## config.mk

```make
export PLATFORM = sky130hd
export DESIGN_NAME = cc_apb_arbiter
export DESIGN_NICKNAME = d
export VERILOG_FILES = /design/src/rtl/cc_arb_pkg.sv /design/src/rtl/rr_arb2.sv /design/src/rtl/cc_apb_arbiter.sv
export SDC_FILE = /design/constraint.sdc
export NUM_CORES = 1
export LEC_CHECK = 0
export CAP_MARGIN = 20
export CORE_MARGIN = 10
export CORE_UTILIZATION = 45
export CTS_CLUSTER_SIZE = 12
export DETAILED_ROUTE_END_ITERATION = 10
export DONT_BUFFER_PORTS = 1
export SYNTH_ARGS = -nofsm -noshare
export SYNTH_HDL_FRONTEND = slang
export SYNTH_HIERARCHICAL = 1
export SYNTH_SLANG_ARGS = --single-unit
```

## constraint.sdc

```tcl
create_clock -name clk -period 3.8 [get_ports clk]
set_clock_uncertainty 0.15 [all_clocks]
set_input_delay 0.76 -clock clk [delete_from_list [all_inputs] [get_ports clk]]
set_output_delay 0.76 -clock clk [all_outputs]
set_load 0.01 [all_outputs]
```

## src/rtl/cc_arb_pkg.sv

```systemverilog
// Shared definitions for the crypto-cell APB arbiter: FSM states, bus widths,
// requester indices.
// Latency: n/a (declarations only). Backpressure: n/a.
package cc_arb_pkg;

    localparam int CC_ADDR_W = 12;
    localparam int CC_DATA_W = 32;

    // Requester indices: index 0 is the CPU bridge, index 1 the TRNG poller.
    localparam logic REQ_CPU  = 1'b0;
    localparam logic REQ_POLL = 1'b1;

    typedef enum logic [1:0] {
        IDLE   = 2'd0,
        SETUP  = 2'd1,
        ACCESS = 2'd2
    } state_e;

endpackage

```

## src/rtl/rr_arb2.sv

```systemverilog
// Two-way arbiter: picks a winner from req[1:0] using round-robin or fixed priority.
// Latency: purely combinational. Backpressure: none (winner is only meaningful when req != 0).
// Ports: req (requests), last_grant (previous owner), fixed_prio (1 = index 0 wins ties), winner.
module rr_arb2 (
    input  logic [1:0] req,
    input  logic       last_grant,
    input  logic       fixed_prio,
    output logic       winner
);

    always_comb begin
        winner = 1'b0;
        unique case (req)
            2'b10:   winner = 1'b1;
            // Tie: fixed priority favours index 0, otherwise hand it to whoever did not go last.
            2'b11:   winner = fixed_prio ? 1'b0 : ~last_grant;
            default: winner = 1'b0;
        endcase
    end

endmodule

```

## src/rtl/cc_apb_arbiter.sv

```systemverilog
// Shares the crypto-cell APB slave port between the CPU bridge (m0) and TRNG poller (m1).
// Latency: req->ack 3+ACCESS_WAIT cycles; one transfer per 3+ACCESS_WAIT cycles back-to-back.
// Backpressure: requester holds req/command stable until its one-cycle ack; slave has no pready.
// Ports: m0_*/m1_* req/ack command interfaces, cc_* APB master, grant_id = current/last owner.
module cc_apb_arbiter
    import cc_arb_pkg::*;
#(
    parameter int unsigned ACCESS_WAIT = 0,
    parameter bit          FIXED_PRIO  = 1'b0
) (
    input  logic                 clk,
    input  logic                 rst,
    input  logic                 m0_req,
    input  logic                 m0_write,
    input  logic [CC_ADDR_W-1:0] m0_addr,
    input  logic [CC_DATA_W-1:0] m0_wdata,
    output logic                 m0_ack,
    output logic [CC_DATA_W-1:0] m0_rdata,
    input  logic                 m1_req,
    input  logic                 m1_write,
    input  logic [CC_ADDR_W-1:0] m1_addr,
    input  logic [CC_DATA_W-1:0] m1_wdata,
    output logic                 m1_ack,
    output logic [CC_DATA_W-1:0] m1_rdata,
    output logic                 cc_psel,
    output logic                 cc_penable,
    output logic                 cc_pwrite,
    output logic [CC_ADDR_W-1:0] cc_paddr,
    output logic [CC_DATA_W-1:0] cc_pwdata,
    input  logic [CC_DATA_W-1:0] cc_prdata,
    output logic                 grant_id
);

    localparam logic [3:0] WAIT_INIT = 4'(ACCESS_WAIT);

    state_e               state_q,  state_d;
    logic [3:0]           cnt_q,    cnt_d;
    logic                 psel_q,   psel_d;
    logic                 pen_q,    pen_d;
    logic                 pwrite_q, pwrite_d;
    logic [CC_ADDR_W-1:0] paddr_q,  paddr_d;
    logic [CC_DATA_W-1:0] pwdata_q, pwdata_d;
    logic [1:0]           ack_q,    ack_d;
    logic [CC_DATA_W-1:0] rdata0_q, rdata0_d;
    logic [CC_DATA_W-1:0] rdata1_q, rdata1_d;
    logic                 grant_q,  grant_d;
    logic                 last_q,   last_d;

    logic [1:0]           req_eff;
    logic                 winner;

    // A requester being acked this cycle is still showing its old (or a fresh) command;
    // it must not win the bus again in the same cycle.
    assign req_eff = {m1_req & ~ack_q[1], m0_req & ~ack_q[0]};

    rr_arb2 u_arb (
        .req        (req_eff),
        .last_grant (last_q),
        .fixed_prio (FIXED_PRIO),
        .winner     (winner)
    );

    always_comb begin
        state_d  = state_q;
        cnt_d    = cnt_q;
        psel_d   = psel_q;
        pen_d    = pen_q;
        pwrite_d = pwrite_q;
        paddr_d  = paddr_q;
        pwdata_d = pwdata_q;
        ack_d    = 2'b00;
        rdata0_d = rdata0_q;
        rdata1_d = rdata1_q;
        grant_d  = grant_q;
        last_d   = last_q;

        unique case (state_q)
            IDLE: begin
                if (|req_eff) begin
                    psel_d  = 1'b1;
                    grant_d = winner;
                    last_d  = winner;
                    if (winner == REQ_POLL) begin
                        pwrite_d = m1_write;
                        paddr_d  = m1_addr;
                        pwdata_d = m1_wdata;
                    end else begin
                        pwrite_d = m0_write;
                        paddr_d  = m0_addr;
                        pwdata_d = m0_wdata;
                    end
                    state_d = SETUP;
                end
            end
            SETUP: begin
                pen_d   = 1'b1;
                cnt_d   = WAIT_INIT;
                state_d = ACCESS;
            end
            ACCESS: begin
                if (cnt_q != 4'd0) begin
                    cnt_d = cnt_q - 4'd1;
                end else begin
                    if (!pwrite_q) begin
                        if (grant_q == REQ_POLL) rdata1_d = cc_prdata;
                        else                     rdata0_d = cc_prdata;
                    end
                    ack_d[grant_q] = 1'b1;
                    // Drop the bus completely so the decoder never sees a stale address/data.
                    psel_d   = 1'b0;
                    pen_d    = 1'b0;
                    pwrite_d = 1'b0;
                    paddr_d  = '0;
                    pwdata_d = '0;
                    state_d  = IDLE;
                end
            end
            default: state_d = IDLE;
        endcase
    end

    always_ff @(posedge clk or posedge rst) begin
        if (rst) begin
            state_q  <= IDLE;
            cnt_q    <= 4'd0;
            psel_q   <= 1'b0;
            pen_q    <= 1'b0;
            pwrite_q <= 1'b0;
            paddr_q  <= '0;
            pwdata_q <= '0;
            ack_q    <= 2'b00;
            rdata0_q <= '0;
            rdata1_q <= '0;
            grant_q  <= REQ_CPU;
            last_q   <= REQ_POLL;   // so requester 0 wins the first tie
        end else begin
            state_q  <= state_d;
            cnt_q    <= cnt_d;
            psel_q   <= psel_d;
            pen_q    <= pen_d;
            pwrite_q <= pwrite_d;
            paddr_q  <= paddr_d;
            pwdata_q <= pwdata_d;
            ack_q    <= ack_d;
            rdata0_q <= rdata0_d;
            rdata1_q <= rdata1_d;
            grant_q  <= grant_d;
            last_q   <= last_d;
        end
    end

    assign cc_psel    = psel_q;
    assign cc_penable = pen_q;
    assign cc_pwrite  = pwrite_q;
    assign cc_paddr   = paddr_q;
    assign cc_pwdata  = pwdata_q;
    assign m0_ack     = ack_q[0];
    assign m1_ack     = ack_q[1];
    assign m0_rdata   = rdata0_q;
    assign m1_rdata   = rdata1_q;
    assign grant_id   = grant_q;

endmodule

```

# Word-level counts from Yosys, hierarchy flattened
# Cells that the tools add are included.
# word_totals
wordCells,68
inputBits,126
output_inout_bits,114
reg_bits,121
# op_classes
addsub,1
reduce_logical,13
n_lt_le_gt_ge,2
eq_ne,7
muxes,25
bitwise,8
# ops
operator,n
two-way mux 32 bit,3
one-hot mux 32 bit (2 select lines),1
two-way mux 12 bit,3
one-hot mux 12 bit (2 select lines),1
two-way mux 2 bit,4
one-hot mux 1 bit (2 select lines),4
one-hot mux 4 bit (2 select lines),1
AND reduction 2 bit,4
AND reduction 4 bit,2
== test 2 bit (second input constant),3
!= test 2 bit (second input constant),3
NOT 1 bit,6
one-hot mux 2 bit (3 select lines),1
two-way mux 1 bit,5
two-way mux 4 bit,1
nonzero test 2 bit,2
nonzero test 4 bit,1
subtractor 4 x 1 -> 4 bit (second input constant),1
AND reduction 3 bit,1
AND 1 bit,2
== test 2 x 1 -> 1 bit (second input constant),1
zero test 2 bit,1
< comparator 1 x 2 -> 1 bit (second input constant),1
OR reduction 2 bit,1
3 further kinds,3

# Depth between registers and ports, before layout
# logic_depth
word_depth,7
depth_mapped,8

# Modules after synthesis
# The synthesis kept the hierarchy.
# by_module_without_submodules
mod,seq_area_each_um2,n_inst,area_per_inst_um2,cells_each
cc_apb_arbiter,3029.2,1,5149.9,351
rr_arb2,0.0,1,11.3,2

# Least setup slack after synthesis
# Ideal clock, no wire load.
# synth_timing
kind,input to register
start,input m0_req
end,"register paddr_q[11], in the netlist cc_paddr[11]"
setup_time_ps,130
setup_slack_ps,1480
path_stages,7
arrival_ps,2040
path_buffers,2
required_ps,3520
path_cell_list,nor2b_1 > o21ai_1 > and2_1 > buf_2 > buf_1 > mux2i_1 > o2bb2ai_1
# synth_via
elab_chain_cells,6
# synth_lines
item,line,rtl
start: declaration,cc_apb_arbiter.sv:13,"input logic m0_req,"
AND 1 bit (*),cc_apb_arbiter.sv:54,"assign req_eff = {m1_req & ~ack_q[1], m0_req & ~ack_q[0]};"
== test 2 bit,rr_arb2.sv:13,unique case (req)
one-hot mux 1 bit (2 select lines) (*),rr_arb2.sv:13,
net winner,cc_apb_arbiter.sv:50,logic winner;
two-way mux 12 bit (*),cc_apb_arbiter.sv:83,if (winner == REQ_POLL) begin
two-way mux 12 bit (*),cc_apb_arbiter.sv:79,if (|req_eff) begin
one-hot mux 12 bit (2 select lines) (*),cc_apb_arbiter.sv:77,unique case (state_q)
end signal: assignment,cc_apb_arbiter.sv:142,paddr_q <= paddr_d;
end: declaration,cc_apb_arbiter.sv:41,"logic [CC_ADDR_W-1:0] paddr_q, paddr_d;"
# The timed path passes the listed nets; every way through them passes the cells marked *. The select of a mux whose other input is x is not followed.
# A chain may end at the register's enable or synchronous reset.

# Worst setup path in the final report
# layout_timing
start,register state_q[0]
end,"register rdata1_q[1], in the netlist m1_rdata[1]"
# layout_via
elab_chain_cells,2
# layout_lines
item,line,rtl
start: declaration,cc_apb_arbiter.sv:36,"state_e state_q, state_d;"
start signal: assignment,cc_apb_arbiter.sv:137,state_q <= state_d;
== test 2 bit,cc_apb_arbiter.sv:77,
AND reduction 4 bit (no line),--,
end signal: assignment,cc_apb_arbiter.sv:146,rdata1_q <= rdata1_d;
end: declaration,cc_apb_arbiter.sv:45,"logic [CC_DATA_W-1:0] rdata1_q, rdata1_d;"
# Every way passes these cells.

==> flow_summary_export.csv <==
group,metric,value,unit
die,die_w,127,um
drt,first_pass_iters,4,
global_routing,grt_antenna_before_repair,1,
clock_tree,post-cts-setup-buffers,0,
drt,drt-initial-drc-count,132,
worst_setup_path,crit_required,3.93,ns
clock_tree,root_buffer,"clkbuf_16",
drt,wl_per_cell,24.8,um
layout,fin_nets,483,
global_routing,grt_max_degree,122,
logic_synthesis,yosys.area.top_type,"dfrtp_1",
worst_setup_path,startpoint,"state_q[0]$_DFFE_PP0P_",
power,p_leak,0.00266,uW
clock_tree,cts_tree,"yes",
sta,fin_crit,2.55,ns
power,vdd_ir_drop_max,0.499,mV
power,intPower,3660,uW
clock_tree,cts_htree_levels,4,
layout,nFillCells,933,
logic_synthesis,yosys-top-cells-area,"dfrtp_1 (58%), mux2i_1 (8.9%), mux2_4 (8.7%)",
global_routing,track_usage,15.5,%
power,seqPwrFrac,48.7,%
logic_synthesis,synthCells,353,
global_routing,grt_overflow,0,
drt,final_antenna_net_count,0,
power,p_sw,1960,uW
clock_tree,post_cts_resized,0,
die,die_y,127,um
drt,vias,2894,
worst_setup_path,worstReg2RegStart,"state_q[0]$_DFFE_PP0P_",
job,drv_cap,0,
worst_setup_path,endpoint,"m1_rdata[1]$_DFFE_PP0P_",
worst_setup_path,critPathKind,"reg2reg",
die,ios,240,
sta,max_freq,392,MHz
logic_synthesis,synth-seq-cells,121,
worst_setup_path,ff2ff_setup_slack,1.25,ns
layout,ff_latch_area,0.00303,mm2
sta,fin_crit_sh,67.1,%
layout,area_growth,13.6,%
layout,layout_common_cells,"dfrtp_1 (120), mux2i_1 (46), o2bb2ai_1 (42), mux2_2 (34), mux2_4 (30)",
worst_setup_path,start_kind,"flip-flop",
layout,drive_above_1_share,28.2,%
sta,worst_slew_pin_slew,0.713,ns
global_routing,grt_pass1_wl,19500,um
logic_synthesis,postSynthAreaPerCell,14.6,um2
die,core_area,0.0113,mm2
sta,drv_slew,0,
layout,multi_input_area,0.00202,mm2
drt,viasPerCell,5.69,
power,switching_share,34.8,%
power,p_per_area,958,mW/mm2
worst_setup_path,crit_path_end_kind,"flip-flop",
hold_path,hp-class,"in2async",
clock_tree,cts_buffers,17,
worst_setup_path,crit_fanout,18,
clock_tree,postCtsHoldBufs,0,
logic_synthesis,syn-num-nets,481,
die,start_util,45.6,%
die,design.die.area,0.0162,mm2
sta,finalHoldViolations,0,
sta,rsz0062_at_grt,"false",
placement,post-place-ws,1.23,ns
logic_synthesis,synthesis.area,0.00516,mm2
logic_synthesis,ys_warn_count,6,
global_routing,grt_pass1_vias,3237,
drt,routed_wl,12600,um
placement,dp_hpwl,9480,um
power,clockPowerShare,26.7,%
power,p_comb_share,24.6,%
logic_synthesis,ys_types,35,
worst_setup_path,worst_r2r_endpoint,"m1_rdata[1]$_DFFE_PP0P_",
worst_setup_path,worstPathArrival,2.68,ns
logic_synthesis,yosysSeqAreaShare,58.7,%
worst_setup_path,r2r_cells,5,
clock_tree,clk_pin_slew,0.05,ns
placement,globalplace.congestion,0.770,
die,row_count,39,
sta,final-setup-viol-count,0,
drt,drc_errors,0,
clock_tree,clock_sinks,121,
clock_tree,clk_path_buf_depth,2,
sta,slew_headroom,52.5,%
clock_tree,insertion_delay,0.40,ns
logic_synthesis,yosysTopAreaCellShare,58.2,%
sta,tns,0,ns
status,outcome,"complete, no violations",
layout,final_common_cell,"dfrtp_1",
placement,portBuffers,0,
sta,finalWorstSetupSlack,1.25,ns
critical path: stages, from the launching register on:
cell,delay [ns]
dfrtp_1,0.56
and2b_1,0.34
and3_1,0.23
nand2b_2,0.39
buf_4,0.42
mux2_4,0.33
routing by layer:
metal	global-route usage [%]	vias to the layer above	routed length, um
met3	10.5	14	1860
met5	0	-	0
met4	6.70	0	148
li1	-	1297	-
met2	25.1	157	6310
met1	15.1	1426	4330
cells by family (layout without fill, tap and decap cells):
| kind of cell | after synthesis | count (layout) | share of synthesized area [%] |
|---|---|---|---|
| simple gates | 35 | 35 | 3.83 |
| flops | 121 | 121 | 58.7 |
| other cells | 1 | 2 | 0.0727 |
| mux | 111 | 111 | 25.3 |
| compound gates | 55 | 55 | 8.82 |
| buf+inv | 28 | 40 | 2.81 |
| fa+ha+maj | 2 | 2 | 0.485 |
how the worst min path moves through the flow:
stage,endpoint,cells past startpoint
2_1_floorplan,last_q$_DFFE_PP1P_,2
3_3_place_gp,last_q$_DFFE_PP1P_,2
3_5_place_dp,last_q$_DFFE_PP1P_,2
4_1_cts,ack_q[0]$_DFF_PP0_,2
5_1_grt,m1_rdata[16]$_DFFE_PP0P_,2
6_report,m0_rdata[30]$_DFFE_PP0P_,2
area by class of cell:
type	count	share of cell area [%]
sequential	121	51.7
tap	143	3.05
antenna	1	0.0427
inverter	5	0.384
clock buffer	27	8.92
timing repair buffer	6	0.981
clock inverter	2	0.597
multi-input combinational	204	34.4
power groups by stage:
stage / logic [uW] / registers (uW) / clock network (uW)
after global placement: 1350 / 2770 / 0
after global routing: 1530 / 2830 / 1600
final: 1380 / 2740 / 1500
after CTS: 1400 / 2770 / 1540
after detailed placement: 1410 / 2760 / 0
after floorplan: 1230 / 2510 / 0
cells in the mapped netlist, drive strengths merged:
cell type and n:
nand3b 1, dfrtp 120, a21o 3, and3 1
buf 15, dfstp 1, nand2b 3, nand3 2
a22o 2, conb 1, o2bb2ai 42, nor2b 3
and2 1, o31ai 1, nand2 12, mux2i 46
ha 2, nor2 3, nor3 5, and2b 1
nand4b 2, inv 5, mux2 65, nor3b 1
clkbuf 8, o21ai 2, a31oi 1, a21oi 4
flip-flops by register name, indices dropped and copies added, names as in the netlist:
register / count
cc_pwdata: 32
cc_psel: 1
cc_paddr: 12
m0_rdata: 32
cnt_q: 4
state_q: 2
cc_penable: 1
last_q: 1
cc_pwrite: 1
m1_rdata: 32
grant_id: 1
ack_q: 2
stage by stage:
stage	util (%)	power (uW)	cells	instance area, um2	hold WS, ns
final	51.8	5620	509	5860	0.266
after detailed placement	46.9	4170	479	5300	0.311
after CTS	51.8	5710	508	5860	0.290
after global routing	51.8	5960	509	5860	0.306
after floorplan	-	3740	353	5160	0.289
after global placement	46.9	4130	479	5300	0.304
Note: power is estimated with default switching activity, not from simulation.
